--- src/rtl/pipe_stage_skid_reg_if.sv ---
// Handshake and field bundle for one pipeline stage boundary register.
// master = upstream/downstream environment, slave = the stage register.
interface pipe_stage_skid_reg_if #(
  parameter int DATA_W = 64,
  parameter int EXC_W  = 5
);
  // upstream side
  logic              in_valid_i;
  logic              in_ready_o;
  logic [31:0]       in_pc_i;
  logic [31:0]       in_instr_i;
  logic [4:0]        in_a3_i;
  logic              in_we_i;
  logic [EXC_W-1:0]  in_exc_i;
  logic              in_bd_i;
  logic [DATA_W-1:0] in_data_i;
  // downstream side
  logic              out_valid_o;
  logic              out_ready_i;
  logic [31:0]       out_pc_o;
  logic [31:0]       out_instr_o;
  logic [4:0]        out_a3_o;
  logic              out_we_o;
  logic [EXC_W-1:0]  out_exc_o;
  logic              out_bd_o;
  logic [DATA_W-1:0] out_data_o;
  logic [1:0]        occupancy_o;

  modport master (
    output in_valid_i, in_pc_i, in_instr_i, in_a3_i, in_we_i, in_exc_i,
           in_bd_i, in_data_i, out_ready_i,
    input  in_ready_o, out_valid_o, out_pc_o, out_instr_o, out_a3_o,
           out_we_o, out_exc_o, out_bd_o, out_data_o, occupancy_o
  );

  modport slave (
    input  in_valid_i, in_pc_i, in_instr_i, in_a3_i, in_we_i, in_exc_i,
           in_bd_i, in_data_i, out_ready_i,
    output in_ready_o, out_valid_o, out_pc_o, out_instr_o, out_a3_o,
           out_we_o, out_exc_o, out_bd_o, out_data_o, occupancy_o
  );
endinterface

--- src/rtl/pipe_stage_skid_reg.sv ---
// Pipeline stage boundary register (e.g. MEM->WB) with valid/ready handshake,
// synchronous flush and gated register-file write enable.
// Optional feature macro PIPE_SKID_EN: adds a second (skid) entry so that
// in_ready_o is decoded from registered state only. Without it the stage
// holds one entry and in_ready_o passes out_ready_i through combinationally.
module pipe_stage_skid_reg #(
  parameter int DATA_W = 64,
  parameter int EXC_W  = 5
) (
  input  logic                 clk,
  input  logic                 reset,
  input  logic                 flush_i,
  pipe_stage_skid_reg_if.slave bus
);

  typedef struct packed {
    logic [31:0]       pc;
    logic [31:0]       instr;
    logic [4:0]        a3;
    logic              we;
    logic [EXC_W-1:0]  exc;
    logic              bd;
    logic [DATA_W-1:0] data;
  } entry_t;

  // encoding doubles as the occupancy count
  typedef enum logic [1:0] {
    EMPTY = 2'd0,
    ONE   = 2'd1,
    FULL  = 2'd2
  } state_t;

  state_t state_q, state_d;
  entry_t main_q;
  entry_t in_ent;
  logic   out_valid;
  logic   in_ready;
  logic   accept;
  logic   pop;
  logic   load_main;

`ifdef PIPE_SKID_EN
  entry_t skid_q;
  logic   load_skid;
  logic   skid_to_main;
`endif

  assign in_ent = '{
    pc:    bus.in_pc_i,
    instr: bus.in_instr_i,
    a3:    bus.in_a3_i,
    we:    bus.in_we_i,
    exc:   bus.in_exc_i,
    bd:    bus.in_bd_i,
    data:  bus.in_data_i
  };

  assign out_valid = (state_q != EMPTY);

`ifdef PIPE_SKID_EN
  // registered ready: no path from out_ready_i
  assign in_ready = (state_q != FULL);
`else
  // single entry: can take a new one if empty or if the held one leaves now
  assign in_ready = ~out_valid | bus.out_ready_i;
`endif

  assign accept = bus.in_valid_i & in_ready;
  assign pop    = out_valid & bus.out_ready_i;

  // next-state and register load decode; flush overrides every transfer
  always_comb begin
    state_d   = state_q;
    load_main = 1'b0;
`ifdef PIPE_SKID_EN
    load_skid    = 1'b0;
    skid_to_main = 1'b0;
`endif
    if (flush_i) begin
      state_d = EMPTY;
    end else begin
      case (state_q)
        EMPTY: begin
          if (accept) begin
            state_d   = ONE;
            load_main = 1'b1;
          end
        end
        ONE: begin
          if (accept && pop) begin
            load_main = 1'b1;
          end else if (accept) begin
`ifdef PIPE_SKID_EN
            // head still waiting: park the newcomer behind it
            state_d   = FULL;
            load_skid = 1'b1;
`else
            // cannot occur (ready implies pop when occupied); keep it safe
            load_main = 1'b1;
`endif
          end else if (pop) begin
            state_d = EMPTY;
          end
        end
`ifdef PIPE_SKID_EN
        FULL: begin
          if (pop) begin
            state_d      = ONE;
            skid_to_main = 1'b1;
          end
        end
`endif
        default: state_d = EMPTY;
      endcase
    end
  end

  // state register
  always_ff @(posedge clk) begin
    if (reset) state_q <= EMPTY;
    else       state_q <= state_d;
  end

  // head entry; flush leaves the fields untouched
  always_ff @(posedge clk) begin
    if (reset)             main_q <= '0;
    else if (load_main)    main_q <= in_ent;
`ifdef PIPE_SKID_EN
    else if (skid_to_main) main_q <= skid_q;
`endif
  end

`ifdef PIPE_SKID_EN
  // second-in-line entry, only written while the head is stalled
  always_ff @(posedge clk) begin
    if (reset)          skid_q <= '0;
    else if (load_skid) skid_q <= in_ent;
  end
`endif

  assign bus.in_ready_o  = in_ready;
  assign bus.out_valid_o = out_valid;
  assign bus.out_pc_o    = main_q.pc;
  assign bus.out_instr_o = main_q.instr;
  assign bus.out_a3_o    = main_q.a3;
  assign bus.out_exc_o   = main_q.exc;
  assign bus.out_bd_o    = main_q.bd;
  assign bus.out_data_o  = main_q.data;
  // a faulting instruction must never reach the register file
  assign bus.out_we_o    = main_q.we & out_valid & (main_q.exc == '0);
  assign bus.occupancy_o = state_q;

endmodule

--- src/flat_wrapper.sv ---
// flat-port wrapper written by rule: the top's interface ports become plain ports
module pipe_stage_skid_reg_flat 
#(
  parameter int DATA_W = 64,
  parameter int EXC_W  = 5
)
  (clk, reset, flush_i, bus_in_valid_i, bus_in_pc_i, bus_in_instr_i, bus_in_a3_i, bus_in_we_i, bus_in_exc_i, bus_in_bd_i, bus_in_data_i, bus_out_ready_i, bus_in_ready_o, bus_out_valid_o, bus_out_pc_o, bus_out_instr_o, bus_out_a3_o, bus_out_we_o, bus_out_exc_o, bus_out_bd_o, bus_out_data_o, bus_occupancy_o);
  pipe_stage_skid_reg_if #(.DATA_W(DATA_W), .EXC_W(EXC_W)) bus_i ();
  input  logic clk;
  input  logic reset;
  input  logic flush_i;
  input wire logic [$bits(bus_i.in_valid_i)-1:0] bus_in_valid_i;
  input wire logic [$bits(bus_i.in_pc_i)-1:0] bus_in_pc_i;
  input wire logic [$bits(bus_i.in_instr_i)-1:0] bus_in_instr_i;
  input wire logic [$bits(bus_i.in_a3_i)-1:0] bus_in_a3_i;
  input wire logic [$bits(bus_i.in_we_i)-1:0] bus_in_we_i;
  input wire logic [$bits(bus_i.in_exc_i)-1:0] bus_in_exc_i;
  input wire logic [$bits(bus_i.in_bd_i)-1:0] bus_in_bd_i;
  input wire logic [$bits(bus_i.in_data_i)-1:0] bus_in_data_i;
  input wire logic [$bits(bus_i.out_ready_i)-1:0] bus_out_ready_i;
  output wire logic [$bits(bus_i.in_ready_o)-1:0] bus_in_ready_o;
  output wire logic [$bits(bus_i.out_valid_o)-1:0] bus_out_valid_o;
  output wire logic [$bits(bus_i.out_pc_o)-1:0] bus_out_pc_o;
  output wire logic [$bits(bus_i.out_instr_o)-1:0] bus_out_instr_o;
  output wire logic [$bits(bus_i.out_a3_o)-1:0] bus_out_a3_o;
  output wire logic [$bits(bus_i.out_we_o)-1:0] bus_out_we_o;
  output wire logic [$bits(bus_i.out_exc_o)-1:0] bus_out_exc_o;
  output wire logic [$bits(bus_i.out_bd_o)-1:0] bus_out_bd_o;
  output wire logic [$bits(bus_i.out_data_o)-1:0] bus_out_data_o;
  output wire logic [$bits(bus_i.occupancy_o)-1:0] bus_occupancy_o;
  assign bus_i.in_valid_i = bus_in_valid_i;
  assign bus_i.in_pc_i = bus_in_pc_i;
  assign bus_i.in_instr_i = bus_in_instr_i;
  assign bus_i.in_a3_i = bus_in_a3_i;
  assign bus_i.in_we_i = bus_in_we_i;
  assign bus_i.in_exc_i = bus_in_exc_i;
  assign bus_i.in_bd_i = bus_in_bd_i;
  assign bus_i.in_data_i = bus_in_data_i;
  assign bus_i.out_ready_i = bus_out_ready_i;
  assign bus_in_ready_o = bus_i.in_ready_o;
  assign bus_out_valid_o = bus_i.out_valid_o;
  assign bus_out_pc_o = bus_i.out_pc_o;
  assign bus_out_instr_o = bus_i.out_instr_o;
  assign bus_out_a3_o = bus_i.out_a3_o;
  assign bus_out_we_o = bus_i.out_we_o;
  assign bus_out_exc_o = bus_i.out_exc_o;
  assign bus_out_bd_o = bus_i.out_bd_o;
  assign bus_out_data_o = bus_i.out_data_o;
  assign bus_occupancy_o = bus_i.occupancy_o;
  pipe_stage_skid_reg #(.DATA_W(DATA_W), .EXC_W(EXC_W)) u_core (.clk(clk), .reset(reset), .flush_i(flush_i), .bus(bus_i));
endmodule
--- config.mk ---
export PLATFORM = sky130hd
export DESIGN_NAME = pipe_stage_skid_reg_flat
export DESIGN_NICKNAME = d
export VERILOG_FILES = /design/src/rtl/pipe_stage_skid_reg_if.sv /design/src/rtl/pipe_stage_skid_reg.sv /design/src/flat_wrapper.sv
export SDC_FILE = /design/constraint.sdc
export NUM_CORES = 1
export LEC_CHECK = 0
export BUFFER_PORTS_ARGS = -buffer_cell sky130_fd_sc_hd__buf_2
export CORE_AREA = 10 10 180 182
export DETAILED_ROUTE_END_ITERATION = 8
export DIE_AREA = 0 0 190 192
export GPL_TIMING_DRIVEN = 0
export PLACE_DENSITY_LB_ADDON = 0.25
export SYNTH_ARGS = -nofsm -noshare
export SYNTH_HDL_FRONTEND = slang
export SYNTH_SLANG_ARGS = --single-unit
--- constraint.sdc ---
create_clock -name clk -period 1.8 [get_ports clk]
set_input_delay 0.18 -clock clk [delete_from_list [all_inputs] [get_ports clk]]
set_output_delay 0.18 -clock clk [all_outputs]
set_load 0.005 [all_outputs]
# Word level (Yosys, flattened, before mapping)

Cells that the tools add are included.

Equality and inequality tests: 5
Mux-type cells: 9
Bitwise logic cells: 6
Reductions and logical operators: 6

Operators by type and width:

| kind               | count |
|---|---|
| $mux 2             | 4 |
| $logic_not 5->1    | 1 |
| $and 1x1->1        | 4 |
| $ne 2x1->1 const B | 2 |
| $ne 2x2->1 const B | 2 |
| $pmux 2 s2         | 1 |
| $reduce_and 4->1   | 1 |
| $mux 1             | 3 |
| $eq 2x1->1 const B | 1 |
| $logic_not 2->1    | 1 |
| $pmux 1 s2         | 1 |
| $reduce_bool 2->1  | 1 |
| $reduce_or 2->1    | 1 |
| $logic_and 1x1->1  | 1 |
| $not 1->1          | 1 |
| $or 1x1->1         | 1 |

Register bits after elaboration: 142
Bits of input ports: 145
Output and inout port bits: 144
Logic and storage cells: 34

# Logic depth before layout (Yosys ltp)

Gate-level depths: netlist of run 1.

Depth in word-level cells: 8
Mapped depth: 6
Gate-level depth less buffers: 3

# Worst setup path after synthesis of run 1

Ideal clock, no wire load.

Path kind: reg-to-reg
Start point: register u_core.state_q[0], in the netlist u_core.bus.occupancy_o[0]
End point: register u_core.main_q, in the netlist u_core.bus.out_data_o[10]
Library setup time: 0.072 ns
Arrival: 1.215 ns
Data required time: 1.728 ns
Setup slack: 0.513 ns
Cell stages (with the launch flop): 7
Buffers on the path: 3
Period minus slack after synthesis: 1.287 ns
Cell sequence: dfxtp_1 > nor2b_4 > nor3b_2 > buf_2 > buf_12 > buf_8 > mux2i_1

Word-level cells in the longest chain between the ends: 8
Elaborated cells on any way between the ends: 12
Those cells by class: 1 x eq/ne; 4 x mux; 4 x bitwise; 3 x reduce/logical

RTL lines:

| element                                            | line                                                                            | text |
|---|---|---|
| start, declared                                    | pipe_stage_skid_reg.sv:33                                                       | `state_t state_q, state_d;` |
| start signal, assigned                             | pipe_stage_skid_reg.sv:121                                                      | `else state_q <= state_d;` |
| $reduce_bool 2->1                                  | pipe_stage_skid_reg.sv:58                                                       | `assign out_valid = (state_q != EMPTY);` |
| $not 1->1                                          | pipe_stage_skid_reg.sv:65                                                       | `assign in_ready = ~out_valid \| bus.out_ready_i;` |
| $or 1x1->1                                         | pipe_stage_skid_reg.sv:65                                                       |  |
| $and 1x1->1                                        | pipe_stage_skid_reg.sv:68                                                       | `assign accept = bus.in_valid_i & in_ready;` |
| $mux 1 / $logic_and 1x1->1 (equally long branches) | pipe_stage_skid_reg.sv:84, pipe_stage_skid_reg.sv:92, pipe_stage_skid_reg.sv:90 |  |
| $mux 1                                             | pipe_stage_skid_reg.sv:90                                                       | `if (accept && pop) begin` |
| $pmux 1 s2 (*)                                     | pipe_stage_skid_reg.sv:82                                                       | `case (state_q)` |
| $mux 1 (*)                                         | pipe_stage_skid_reg.sv:79                                                       | `if (flush_i) begin` |
| end signal, assigned                               | pipe_stage_skid_reg.sv:127                                                      | `else if (load_main) main_q <= in_ent;` |
| end, declared                                      | pipe_stage_skid_reg.sv:34                                                       | `entry_t main_q;` |

Mark *: on every way between the ends. The rest lies on a longest branch, timed or not.
A chain may end at the register's enable or synchronous reset.

# Worst setup path after layout of run 1

Start point: register u_core.main_q, in the netlist u_core.bus.out_exc_o[3]
End point: output bus_out_we_o

Word-level cells in the longest chain between the ends: 2

RTL lines:

| element         | line                       | text |
|---|---|---|
| $logic_not 5->1 | pipe_stage_skid_reg.sv:150 | `assign bus.out_we_o = main_q.we & out_valid & (main_q.exc == '0);` |
| $and 1x1->1     | pipe_stage_skid_reg.sv:150 |  |
| end, declared   | flat_wrapper.sv:26         | `output wire logic [$bits(bus_i.out_we_o)-1:0] bus_out_we_o;` |

No other way between the ends.

==> key figures, run 1 <==
Run status
  • Status: completed

Pwr
  • Pwr/cell area: 819.6 mW/mm2
  • Total power draw: 8478 uW
  • Maximum vdd drop: 0.4763 mV
  • P_leak: 0.004900 uW

Drt
  • # DRC: 0
  • 1st-iter DRT viols: 172
  • Final ANT Viol Nets: 0
  • Vias/cell: 3.834
  • DR pass1 iterations: 4
  • Via Count: 5743
  • Total Routed Length: 22.26 mm
  • WL per Instance: 14.86 um

CTS
  • Clk_lat worst skew: 0.42 ns
  • Clock transition at path regs: 0.06 ns
  • CTS Buffer Depth: 2
  • # H-tree levels: 4
  • TritonCTS clock tree: yes
  • Root buffer cell: clkbuf_16
  • Total clock sinks: 141
  • Cts bufs inserted: 17

STA
  • Final Critical Period: 1.770 ns
  • Relative slew slack: 66.05%
  • Setup Skew: 0.008847 ns
  • Fin crit share: 98.36%
  • Hold Violations, Final: 0
  • Slew of the pin with the lowest slew margin: 0.5093 ns
  • Slew Viols, Final: 0
  • Fmax: 0.5648 GHz
  • RSZ-0062 raised after global routing: yes
  • Final setup fails: 0
  • Hold Slack: 0.02077 ns

Critical path
  • Worst Path Buf+Inv: 1
  • Arr. time, crit path: 1.59 ns
  • WP depth: 3
  • Internal reg-to-reg setup slack: 0.26 ns
  • Crit path max-delay cell type: or4_4
  • Critical path's largest stage delay: 0.57 ns
  • Critical path's top delay family: simple AND/OR/NAND/NOR gates
  • Cell Chain, Critical Path: or4_4, nor3_4, buf_2
  • Critical path launch point type: flip-flop
  • Crit path required time: 1.62 ns
  • CP Class: reg -> out
  • R2R depth: 6
  • Worst Path Max Fanout: 2
  • Crit end category: output pin
  • R2r startpoint: u_core.bus.occupancy_o[0]
  • Worst R2R End: u_core.bus.out_instr_o[0]

GRT
  • Grt total ovfl: 0
  • Pin count of the biggest net entering global routing: 17
  • Initial antenna violation count: 4
  • Vias in the first global route: 6250
  • Total GRT Usage: 11.96%
  • First-pass GRT wire length: 34.67 mm

Yosys
  • Post-Synthesis Cells: 757
  • Avg Inst Size Synth: 9.790 um2
  • Mapped cell area: 0.007411 mm2
  • Yosys warns: 0
  • Syn_nets: 902
  • Seq/Total Area, Yosys: 38.09%
  • Synthesized flop and latch total: 141
  • Synth unique cells: 16

Floorplan
  • Die height: 192 um
  • # rows: 62
  • Ports: 289
  • Die area: 0.03648 mm2
  • Initial Utilization: 25.89%
  • Die W: 190 um
  • Core footprint: 0.02863 mm2

Placed design
  • Post-detail-place hpwl: 17.08 mm
  • Final Wtd Congestion: 0.7310
  • Port Buffers: 286
  • Placed insts: 1427

Finish
  • Share of layout cells above drive strength 1: 43.26%
  • Area growth syn-to-layout: 39.57%
  • Post-Layout Cell Count: 1498
  • Final Core Density: 36.14%
  • Nets: 1245

Min path
  • Hold Crit Class: in -> reg
  • Hold Path End: u_core.bus.out_pc_o[26]
  • Hold Startpoint: bus_in_pc_i[26]
  • Hold path depth: 3

Flow run
  • Max-cap check violation count: 0
[cell families after synthesis]
logic type	synth area share, %
buffers and inverters	18.62
flip-flops	38.09
multiplexers	18.91
other	0.05060
AND/OR/NAND/NOR	24.33
[worst min-delay path: cells and delay by family]
family	cells	cell delay, ns
and+or+nand+nor	1	0.05
buffers and inverters	1	0.10
muxes	1	0.06
[sequential cells by signal, summed over array words and instances, names as in the netlist]
| register | cells |
|---|---|
| u_core.bus.occupancy_o | 1 |
| u_core.bus.out_a3_o | 5 |
| u_core.bus.out_bd_o | 1 |
| u_core.bus.out_data_o | 64 |
| u_core.bus.out_exc_o | 5 |
| u_core.bus.out_instr_o | 32 |
| u_core.bus.out_pc_o | 32 |
| u_core.main_q | 1 |
[routing by layer]
layer,global-route usage [%],vias to the layer above,wire length [um]
met5,0,-,32
met4,3.205,4,161
met3,4.806,12,1774
met2,19.33,173,10450
met1,14.40,2612,9844
li1,-,2942,-
[power breakdown]
part | internal [uW] | switching, uW
registers | 3280 | 86.8
clock network | 2340 | 1500
logic | 764 | 503
[worst max-delay path by stage]
stage / startpoint / end
2_1_floorplan: u_core.bus.occupancy_o[0] / u_core.bus.out_data_o[10]
3_3_place_gp: reset / u_core.bus.out_pc_o[27]
3_5_place_dp: reset / u_core.bus.out_pc_o[27]
4_1_cts: u_core.bus.out_exc_o[3] / bus_out_we_o
5_1_grt: u_core.bus.out_exc_o[3] / bus_out_we_o
6_report: u_core.bus.out_exc_o[3] / bus_out_we_o
[synthesized netlist by cell type]
library cell  instances  area, um2
nand2b_1            280       1752
clkbuf_1             28      105.1
nand2_1               1      3.750
inv_1                 1      3.750
nor3_1                2      10.01
mux2i_1             140       1401
buf_8                10      150.1
nor3b_2               1      12.51
buf_4               144       1081
or4_1                 1      7.510
nor2_1                1      3.750
dfxtp_1             141       2823
conb_1                1      3.750
buf_2                 4      20.02
nor2b_4               1      13.76
buf_12                1      20.02
[layout make-up]
type,instances,area [um2]
clock buffers,19,432.9
flip-flops and latches,141,2825
diodes,2,5.005
clock inverters,12,187.7
fillers,3000,18280
inverters,1,3.754
repair buffers,324,1809
multi-input cells,428,3223
plain buffers,187,1376
well taps,384,480.5
[through the flow]
stage | area (um2) | TNS, ns | worst slack [ns]
floorplan | 7411 | 0 | 0.5129
global placement | 9323 | 0 | 0.1034
detailed placement | 9323 | 0 | 0.1104
CTS | 10340 | 0 | 0.002605
global route | 10340 | -0.01927 | -0.01927
finish | 10340 | 0 | 0.02951
[layout by cell type, fill, tap and decap left out, types with 2 or more instances in the layout]
cell,Yosys,layout
dfxtp_2,0,2
bufinv_16,0,4
buf_4,144,145
mux2i_1,140,140
diode_2,0,2
buf_2,4,290
clkinvlp_4,0,2
buf_8,10,10
clkinv_4,0,3
clkbuf_16,0,17
dlygate4sd3_1,0,37
nand2b_1,280,280
inv_6,0,3
dfxtp_1,141,139
clkbuf_1,28,30
[repair_timing]
item | CTS | global route
setup endpoints to repair | 1 | 1
hold buffers | 37 | 0
hold endpoints to repair | 37 | 0
pin swaps | 2 | 0
resized for setup | 5 | 0
buffers inserted | 1 | 0
gates cloned | 0 | 0
(Power assumes the default switching activity.)
==> run 2: changes to the inputs <==
Settings changed: CELL_PAD_IN_SITES_DETAIL_PLACEMENT set to 1, CELL_PAD_IN_SITES_GLOBAL_PLACEMENT set to 1.
==> run 2 against run 1 <==
  * Wire length rose by 4.3%
  * Clock skew grew 0.0052 ns
  * Combinational power down 5%
  * Critical path depth is the same
  * Design area down 3.4%
  * Hold slack improved by 0.0018 ns
  * Via count decreased by 0.75%
  * Critical endpoint unchanged
  * Highest routed layer unchanged
==> key figures, run 2 (synthesized netlist as in run 1, its figures left out) <==
Pwr
  • P_leak: 0.004746 uW (-3.1%)
  • Total power draw: 8273 uW (-2.4%)
  • Pwr/cell area: 828.0 mW/mm2 (+1.0%)
  • Maximum vdd drop: 0.5114 mV (+7.4%)

Critical path
  • Crit path required time: 1.62 ns (about the same)
  • Worst Path Max Fanout: 3 (+1)
  • CP Class: reg -> out
  • Critical path launch point type: flip-flop
  • Arr. time, crit path: 1.53 ns (-0.06 ns)
  • Crit end category: output pin

Drt
  • 1st-iter DRT viols: 91 (-47%)
  • # DRC: 0 (unchanged)
  • Total Routed Length: 23.22 mm (+4.3%)
  • Via Count: 5700 (-0.75%)
  • DR pass1 iterations: 4 (unchanged)
  • WL per Instance: 15.83 um (+6.5%)
  • Vias/cell: 3.885 (+1.3%)
  • Final ANT Viol Nets: 0 (unchanged)

CTS
  • Cts bufs inserted: 17 (unchanged)
  • Clk_lat worst skew: 0.41 ns (about the same)
  • Clock transition at path regs: 0.07 ns (about the same)
  • Total clock sinks: 141 (unchanged)
  • Root buffer cell: clkbuf_16
  • TritonCTS clock tree: yes
  • # H-tree levels: 4 (unchanged)
  • CTS Buffer Depth: 2 (unchanged)

Floorplan
  • Die W: 190 um (unchanged)
  • Die area: 0.03648 mm2 (unchanged)
  • Core footprint: 0.02863 mm2 (unchanged)
  • Ports: 289 (unchanged)
  • Die height: 192 um (unchanged)
  • # rows: 62 (unchanged)
  • Initial Utilization: 25.89% (unchanged)

STA
  • Slew of the pin with the lowest slew margin: 0.5821 ns (+0.07277 ns)
  • Fmax: 0.5851 GHz (+3.6%)
  • Final Critical Period: 1.709 ns (-0.06144 ns)
  • Slew Viols, Final: 0 (unchanged)
  • Relative slew slack: 61.19% (-4.9 points)
  • Setup Skew: 0.01402 ns (+0.005168 ns)
  • Total negative slack: 0 ns (unchanged)
  • RSZ-0062 raised after global routing: no
  • Final setup fails: 0 (unchanged)
  • Fin crit share: 94.95% (-3.4 points)
  • Hold Violations, Final: 0 (unchanged)

Finish
  • Most common cell after layout, fill and taps aside: buf_2
  • Most frequent cells in the layout: 290 x buf_2, 280 x nand2b_1, 144 x buf_4
  • Area growth syn-to-layout: 34.83%
  • Final Core Density: 34.91% (-1.2 points)
  • Largest register FFs: 64 (unchanged)
  • Nets: 1213 (-2.6%)
  • Share of layout cells above drive strength 1: 44.26% (+1.0 points)

Flow run
  • Max-cap check violation count: 0 (unchanged)

GRT
  • First-pass GRT wire length: 35.02 mm (+1.0%)
  • Initial antenna violation count: 4 (unchanged)
  • Pin count of the biggest net entering global routing: 17 (unchanged)
  • Grt total ovfl: 0 (unchanged)
  • Total GRT Usage: 12.23% (+0.27 points)
  • Vias in the first global route: 6008 (-3.9%)

Placed design
  • Post-detail-place hpwl: 17.92 mm (+4.9%)
  • Final Wtd Congestion: 0.7197 (-1.5%)
  • Port Buffers: 286 (unchanged)

Run status
  • Status: completed

Min path
  • Hold Crit Class: in -> reg
-- run 2: cell count changes in the layout (fill, tap and decap cells not counted) --
cell	previous run	this run
nor3_2	0	1
buf_4	145	144
clkinv_4	3	0
diode_2	2	3
inv_6	3	4
nor3_4	1	0
bufinv_16	4	3
clkinvlp_4	2	4
clkinv_2	0	1
dfxtp_1	139	141
dfxtp_2	2	0
dlygate4sd3_1	37	6
-- run 2: timing repair --
| item | in CTS | in global routing |
|---|---|---|
| buffers inserted | 0 | 0 |
| gates resized for setup | 2 | 0 |
| hold endpoints to repair | 6 | 0 |
| hold buffers | 6 | 0 |
| endpoints found under the setup margin | 1 | 0 |
-- run 2: worst paths after layout --
check	endpoint	start	slack [ns]	depth (start not counted)
max	bus_out_we_o	u_core.bus.out_exc_o[0]	0.09	3
min	u_core.bus.out_instr_o[8]	bus_in_instr_i[8]	0.02	3
max reg2reg	u_core.bus.out_pc_o[21]	u_core.bus.occupancy_o[0]	0.25	6
min reg2reg	u_core.bus.out_instr_o[21]	u_core.bus.out_instr_o[21]	0.47	2
-- run 2: per-stage QoR --
step / std cells / hold WS (ns) / cell area (um2) / worst slack [ns]
floorplan: 757 / 0.2593 / 7411 / 0.5129
global placement: 1427 / 0.3948 / 9323 / 0.1901
detailed placement: 1427 / 0.3977 / 9323 / 0.1465
CTS: 1464 / 0.0006488 / 9985 / 0.03741
global route: 1465 / 0.0002217 / 9987 / 0.004133
finish: 1467 / 0.02255 / 9992 / 0.09095
-- run 2: routing by layer --
metal | share of wire [%] | up-vias | track usage (%)
met5 | 0.056 | - | 0
met4 | 0.90 | 2 | 2.869
met3 | 8.0 | 13 | 5.151
met2 | 48 | 161 | 20.29
met1 | 43 | 2644 | 14.32
li1 | - | 2880 | -
-- run 2: worst max-delay path, cell delays in order, from the launching register on --
cell and delay [ns]:
dfxtp_1 0.32, or4_4 0.54, nor3_2 0.11, buf_2 0.16
-- run 2: layout make-up --
type | count | area [um2]
clock inverter | 12 | 160.2
buffer | 187 | 1376
multi-input combinational | 428 | 3217
inverter | 1 | 3.754
tap | 384 | 480.5
fill | 3417 | 18630
antenna | 3 | 7.507
clock buffer | 19 | 432.9
timing repair buffer | 292 | 1491
sequential | 141 | 2823
-- run 2: report_power, final --
group	leakage [uW]	internal (uW)	switching (uW)
sequential	0.00115	3280	86.4
combinational	0.00332	719	494
clock	0.000277	2190	1500
